===== src/rtl/bram_arb.sv =====
// bram_arb: two-requester round-robin arbiter in front of a simple dual-port BRAM.
// Optional build macro BRAM_ARB_INIT_EN compiles in a power-up sweep that writes
// INIT_VAL to every address before arbitration begins.
module bram_arb #(
   parameter int A_WID = 14,
   parameter int D_WID = 32,
   parameter logic [D_WID-1:0] INIT_VAL = '0
) (
   input  logic               clk,
   input  logic               rst,
   input  logic [1:0]         req,
   input  logic [1:0]         we,
   input  logic [2*A_WID-1:0] addr,
   input  logic [2*D_WID-1:0] din,
   output logic [1:0]         gnt,
   output logic               rvalid,
   output logic               rid,
   output logic [D_WID-1:0]   rdata,
   output logic               busy,
   output logic               mem_we,
   output logic               mem_porta_en,
   output logic [A_WID-1:0]   mem_wraddr,
   output logic [D_WID-1:0]   mem_din,
   output logic               mem_portb_en,
   output logic [A_WID-1:0]   mem_rdaddr,
   input  logic [D_WID-1:0]   mem_dout
);
   logic             ptr;
   logic             pick;
   logic             any;
   logic             wr;
   logic             in_init;
   logic [A_WID-1:0] sweep_addr;
   logic [A_WID-1:0] sel_addr;
   logic [D_WID-1:0] sel_din;

`ifdef BRAM_ARB_INIT_EN
   typedef enum logic {INIT, ARB} state_t;
   state_t           state, state_nx;
   logic [A_WID-1:0] cnt;

   // state register and sweep counter; cnt stops at the last address
   always_ff @(posedge clk or posedge rst) begin
      if (rst) begin
         state <= INIT;
         cnt   <= '0;
      end else begin
         state <= state_nx;
         if (state == INIT && cnt != '1) cnt <= cnt + 1'b1;
      end
   end

   // leave INIT once the final address has been written
   always_comb begin
      state_nx = state;
      if (state == INIT && cnt == '1) state_nx = ARB;
   end

   assign busy       = (state == INIT);
   assign in_init    = busy && !rst;
   assign sweep_addr = cnt;
`else
   assign busy       = 1'b0;
   assign in_init    = 1'b0;
   assign sweep_addr = '0;
`endif

   // winner selection: lone request wins, contention goes to ptr; reset masks everything
   always_comb begin
      pick     = (req == 2'b10) ? 1'b1 : (req == 2'b11) ? ptr : 1'b0;
      any      = (|req) && !busy && !rst;
      gnt      = any ? (pick ? 2'b10 : 2'b01) : 2'b00;
      wr       = pick ? we[1] : we[0];
      sel_addr = pick ? addr[A_WID +: A_WID] : addr[0 +: A_WID];
      sel_din  = pick ? din[D_WID +: D_WID] : din[0 +: D_WID];
   end

   // BRAM port drive: sweep owns port A during INIT, otherwise the granted access
   always_comb begin
      mem_we       = in_init || (any && wr);
      mem_porta_en = in_init || (any && wr);
      mem_wraddr   = in_init ? sweep_addr : sel_addr;
      mem_din      = in_init ? INIT_VAL : sel_din;
      mem_portb_en = any && !wr;
      mem_rdaddr   = sel_addr;
   end

   // priority pointer flips away from the winner; read tag registered to match BRAM latency
   always_ff @(posedge clk or posedge rst) begin
      if (rst) begin
         ptr    <= 1'b0;
         rvalid <= 1'b0;
         rid    <= 1'b0;
      end else begin
         if (any) ptr <= ~pick;
         rvalid <= any && !wr;
         if (any && !wr) rid <= pick;
      end
   end

   assign rdata = mem_dout;
endmodule


===== config.mk =====
export PLATFORM = sky130hd
export DESIGN_NAME = bram_arb
export DESIGN_NICKNAME = d
export VERILOG_FILES = /design/src/rtl/bram_arb.sv
export SDC_FILE = /design/constraint.sdc
export NUM_CORES = 1
export LEC_CHECK = 0
export ABC_AREA = 1
export CORE_AREA = 2 2 89 91
export CTS_CLUSTER_SIZE = 8
export DETAILED_ROUTE_END_ITERATION = 16
export DIE_AREA = 0 0 91 93
export GPL_ROUTABILITY_DRIVEN = 0
export PLACE_DENSITY = 0.7
export REMOVE_ABC_BUFFERS = 1
export SKIP_LAST_GASP = 1
export SYNTH_ARGS = -nofsm -noshare
export SYNTH_HDL_FRONTEND = slang
export SYNTH_SLANG_ARGS = --single-unit

===== constraint.sdc =====
create_clock -name clk -period 1.6 [get_ports clk]
set_input_delay 0.48 -clock clk [delete_from_list [all_inputs] [get_ports clk]]
set_output_delay 0.48 -clock clk [all_outputs]
set_load 0.01 [all_outputs]

Yosys cells after proc, flatten, opt, wreduce, memory -nomap -nowiden
Cells that the tools add are included.

Logic and storage cells: 19. Output and inout port bits: 100. Input port bits: 130. Bits in registers: 3.

Equal/unequal tests: 2. Muxes and demuxes: 7. Reductions and logical operators: 6. Bitwise gates (word level): 1.

Operators with widths (number): 32-bit 2-to-1 mux (1); 14-bit 2-to-1 mux (1); 2-bit equality test, second input constant (2); 2-bit 2-to-1 mux (2); 1-bit logical AND (3); 1-bit 2-to-1 mux (3); 1-bit logical NOT (2); 2-bit OR reduction (1); 1-bit inverter (1).

Logic depth before layout (Yosys ltp)
Word-level depth: 6. Mapped depth: 8. Mapped depth without buffers: 7.

Worst setup path after synthesis
No wires, ideal clock.

Path type: input port to output port. Start point: in req[0]. End point: out mem_we. Stages on the path: 6. Data arrival time: 1248 ps. Required time: 1120 ps. Path slack: -128 ps. Buffers on the path: 2. Cell sequence: nand2_2 > nand2_2 > buf_4 > nand2_1 > a21oi_1 > buf_4.

Cells in the longest elaborated chain, start to end: 5. Elaborated cells on any way between the ends: 8. Those cells by class: eq/ne (2); mux (3); reduce/logical (3).

RTL lines: start, declared (RTL line 11) `input logic [1:0] req,`; 2-bit equality test (RTL line 70) `pick = (req == 2'b10) ? 1'b1 : (req == 2'b11) ? ptr : 1'b0;`; 1-bit 2-to-1 mux (2 in series) (RTL line 70); 1-bit 2-to-1 mux (RTL line 73) `wr = pick ? we[1] : we[0];`; 1-bit logical AND *; end, declared (RTL line 20) `output logic mem_we,`.

Every way passes the cells marked *; elsewhere a longest branch is shown, timed or not.

Final worst setup path
Start point: reg ptr. End point: out mem_din[0].

Cells in the longest elaborated chain, start to end: 3.

RTL lines: start, declared (RTL line 28) `logic ptr;`; start signal, assigned (RTL line 95) `if (any) ptr <= ~pick;`; 1-bit 2-to-1 mux (2 in series) (RTL line 70); 32-bit 2-to-1 mux (RTL line 75) `sel_din = pick ? din[D_WID +: D_WID] : din[0 +: D_WID];`; end, declared (RTL line 23) `output logic [D_WID-1:0] mem_din,`.

Every way passes these cells.

==> impl_metrics.csv <==
group,metric,value,unit
global_routing,grt_max_degree,22,
drt,drtIter0Drc,63,
global_routing,use_met2,29.9,%
global_routing,grtUsageMet1,17.3,%
timing,final-max-slew-violation-count,0,
critical_path,worstSetupPathType,"reg2out",
drt,avgViaCountPerCell,4.35,
layout,fin_cells,471,
layout,stdcell_area,3320,sq um
floorplan,die_w,91,um
clock_network,insertion_delay,220,ps
timing,fmax,0.539,GHz
synthesis,synth_cell_type_count,12,
floorplan,die_y,93,um
drt,drc_errors,0,
power,p_leak,1.63,nW
synthesis,synth_cells,223,
clock_network,h-tree-depth,1,
timing,hold_violations,0,
global_routing,use_met3,11.4,%
critical_path,crit_chain,"inv_2 -> nand2_8 -> nand2_8 -> buf_12 -> buf_6 -> nand2_1 -> nand2_1 -> buf_2",
place,dp_slack,-983,ps
clock_network,cts.sinks,3,
clock_network,clockBufferDepth,2,
layout,final_layout_size_suffix_gt1_share,49.5,%
synthesis,synth-seq-cells,3,
layout,fin_nets,499,
floorplan,ioPinCount,230,
synthesis,ys_seq_area_share,6.38,%
critical_path,required,1120,ps
synthesis,avgSynthCellArea,5.28,sq um
status,violations,"setup timing",
place,io_buffers,164,
clock_network,cts_tree,"built",
timing,setup_viol,66,
drt,ant_nets,0,
synthesis,netlist_area,1180,sq um
place,dp_hpwl,6.02,mm
clock_network,cts_buffers,3,
global_routing,grt_use_total,17.2,%
floorplan,die-area,8460,sq um
drt,drt_pre_antenna_iters,4,
global_routing,grt_pass1_vias,1923,
critical_path,critPathLaunchType,"flop",
clock_network,hold_buffers,0,
place,place_inst,439,
global_routing,grt-ovfl-total,0,
critical_path,end_kind,"primary output",
global_routing,antenna_found_initial,1,
drt,vias,2049,
timing,period_minus_slack,1860,ps
floorplan,rows,32,
layout,fill_cells,776,
worst_hold_path,worstHoldPathType,"in2async",
power,total_power,1.55,mW
power,p_per_area,468,nW/um^2
critical_path,cp.arrival,1380,ps
global_routing,grt_pass1_wl,10.8,mm
flow_run,drv_cap,0,
critical_path,worstPathMaxFanout,6,
timing,hold_ws,399,ps
timing,worst_slack,-257,ps
timing,rsz0062_at_grt,"true",
synthesis,yosysWarnings,0,
layout,area_growth,182,%
timing,fin_setup_tns,-14130,ps
timing,final.period_utilization,116,%
floorplan,fp.coreArea,7530,sq um
critical_path,cpMaxStageDelayCell,"dfrtp_1",
critical_path,cp_slowest_stage_delay,370,ps
timing,finClkSkew,5.28,ps
place,place_area,2620,sq um
drt,route.detailed.wl_per_inst,18.7,um
power,ir_worst_vdd,243,uV
floorplan,start_util,15.6,%
clock_network,clk_pin_slew,30,ps
status,outcome,"finished with violations",
layout,final_core_util,44.1,%
drt,wl,8.79,mm
global_routing,grt.busiest_layer,"met2",
clock_network,root_buffer,"clkbuf_8",
## sequential cells by signal, summed over array words and instances, names as in the netlist
signal / count
rid: 1
ptr: 1
rvalid: 1
## power by group
part | internal, mW | total (mW) | switching (mW)
clock network | 0.170 | 0.221 | 0.0510
registers | 0.0858 | 0.0910 | 0.00527
logic | 0.708 | 1.24 | 0.534
## cells in the final DEF, fill, tap and decap left out
cell / instances
nor2_1: 1
nand2_2: 23
clkdlybuf4s50_1: 93
diode_2: 1
nand3_1: 17
dlymetal6s2s_1: 1
nand2_4: 9
conb_1: 1
a21oi_1: 1
buf_16: 5
a21oi_2: 2
nand2_1: 64
nand2_8: 3
clkbuf_1: 1
dfrtp_1: 3
nor2_2: 1
dlygate4sd2_1: 3
buf_2: 39
inv_1: 1
buf_4: 18
o21ai_2: 1
nand3_2: 27
clkbuf_8: 3
clkbuf_16: 4
nand3_4: 4
buf_6: 32
clkbuf_2: 1
inv_2: 3
buf_8: 1
buf_12: 6
## critical path: cells and delay by family (launching register included)
| family | cells | cell delay, ps |
|---|---|---|
| buffers and inverters | 4 | 470 |
| AND/OR/NAND/NOR | 4 | 320 |
| flip-flops | 1 | 370 |
## metal layers
layer	wire [um]	up-vias	part of all wire, %
li1	-	953	-
met1	3160	928	36
met2	4300	156	49
met3	1150	10	13
met4	114	2	1.3
met5	65	-	0.74
## what timing repair did
action,CTS,global route
pin swaps,9,28
buffers inserted,14,4
gates resized for setup,275,130
endpoints found under the setup margin,66,67
endpoints found under the hold margin,0,0
cloned,5,5
## logic make-up after synthesis
kind of cell	after synthesis	share of synthesized area (%)
buf+inv	67	38.9
flops	3	6.38
simple gates	148	52.7
compound gates	4	1.70
other cells	1	0.319
## cell type report
type	count	area, sq um	share of cell area (%)
clock buffers	4	45.0	1.36
inverters	4	15.0	0.452
flip-flops and latches	3	75.1	2.26
multi-input cells	154	1020	30.6
diodes	1	2.50	0.0754
repair buffers	203	2040	61.4
well taps	102	128	3.84
## worst paths after layout
check	startpoint	end	slack (ps)	depth (start not counted)
worst max register to register	ptr	rid	-150	12
min in group clk	rid	rid	500	2
max in group asynchronous	rst	ptr	1100	3
worst min-delay path	rst	rvalid	400	3
worst min register to register	rid	rid	500	2
worst max-delay path	ptr	mem_din[0]	-260	8
## cells in the mapped netlist (all sizes together)
library cell	number	share of area [%]
dfrtp	3	6.4
nand2	98	32
nand3	48	20
a21oi	3	1.3
inv	4	1.3
clkbuf	4	1.3
buf	59	36
nor2	2	0.64
o21ai	1	0.42
conb	1	0.32
Note: power is estimated with default switching activity, not from simulation.
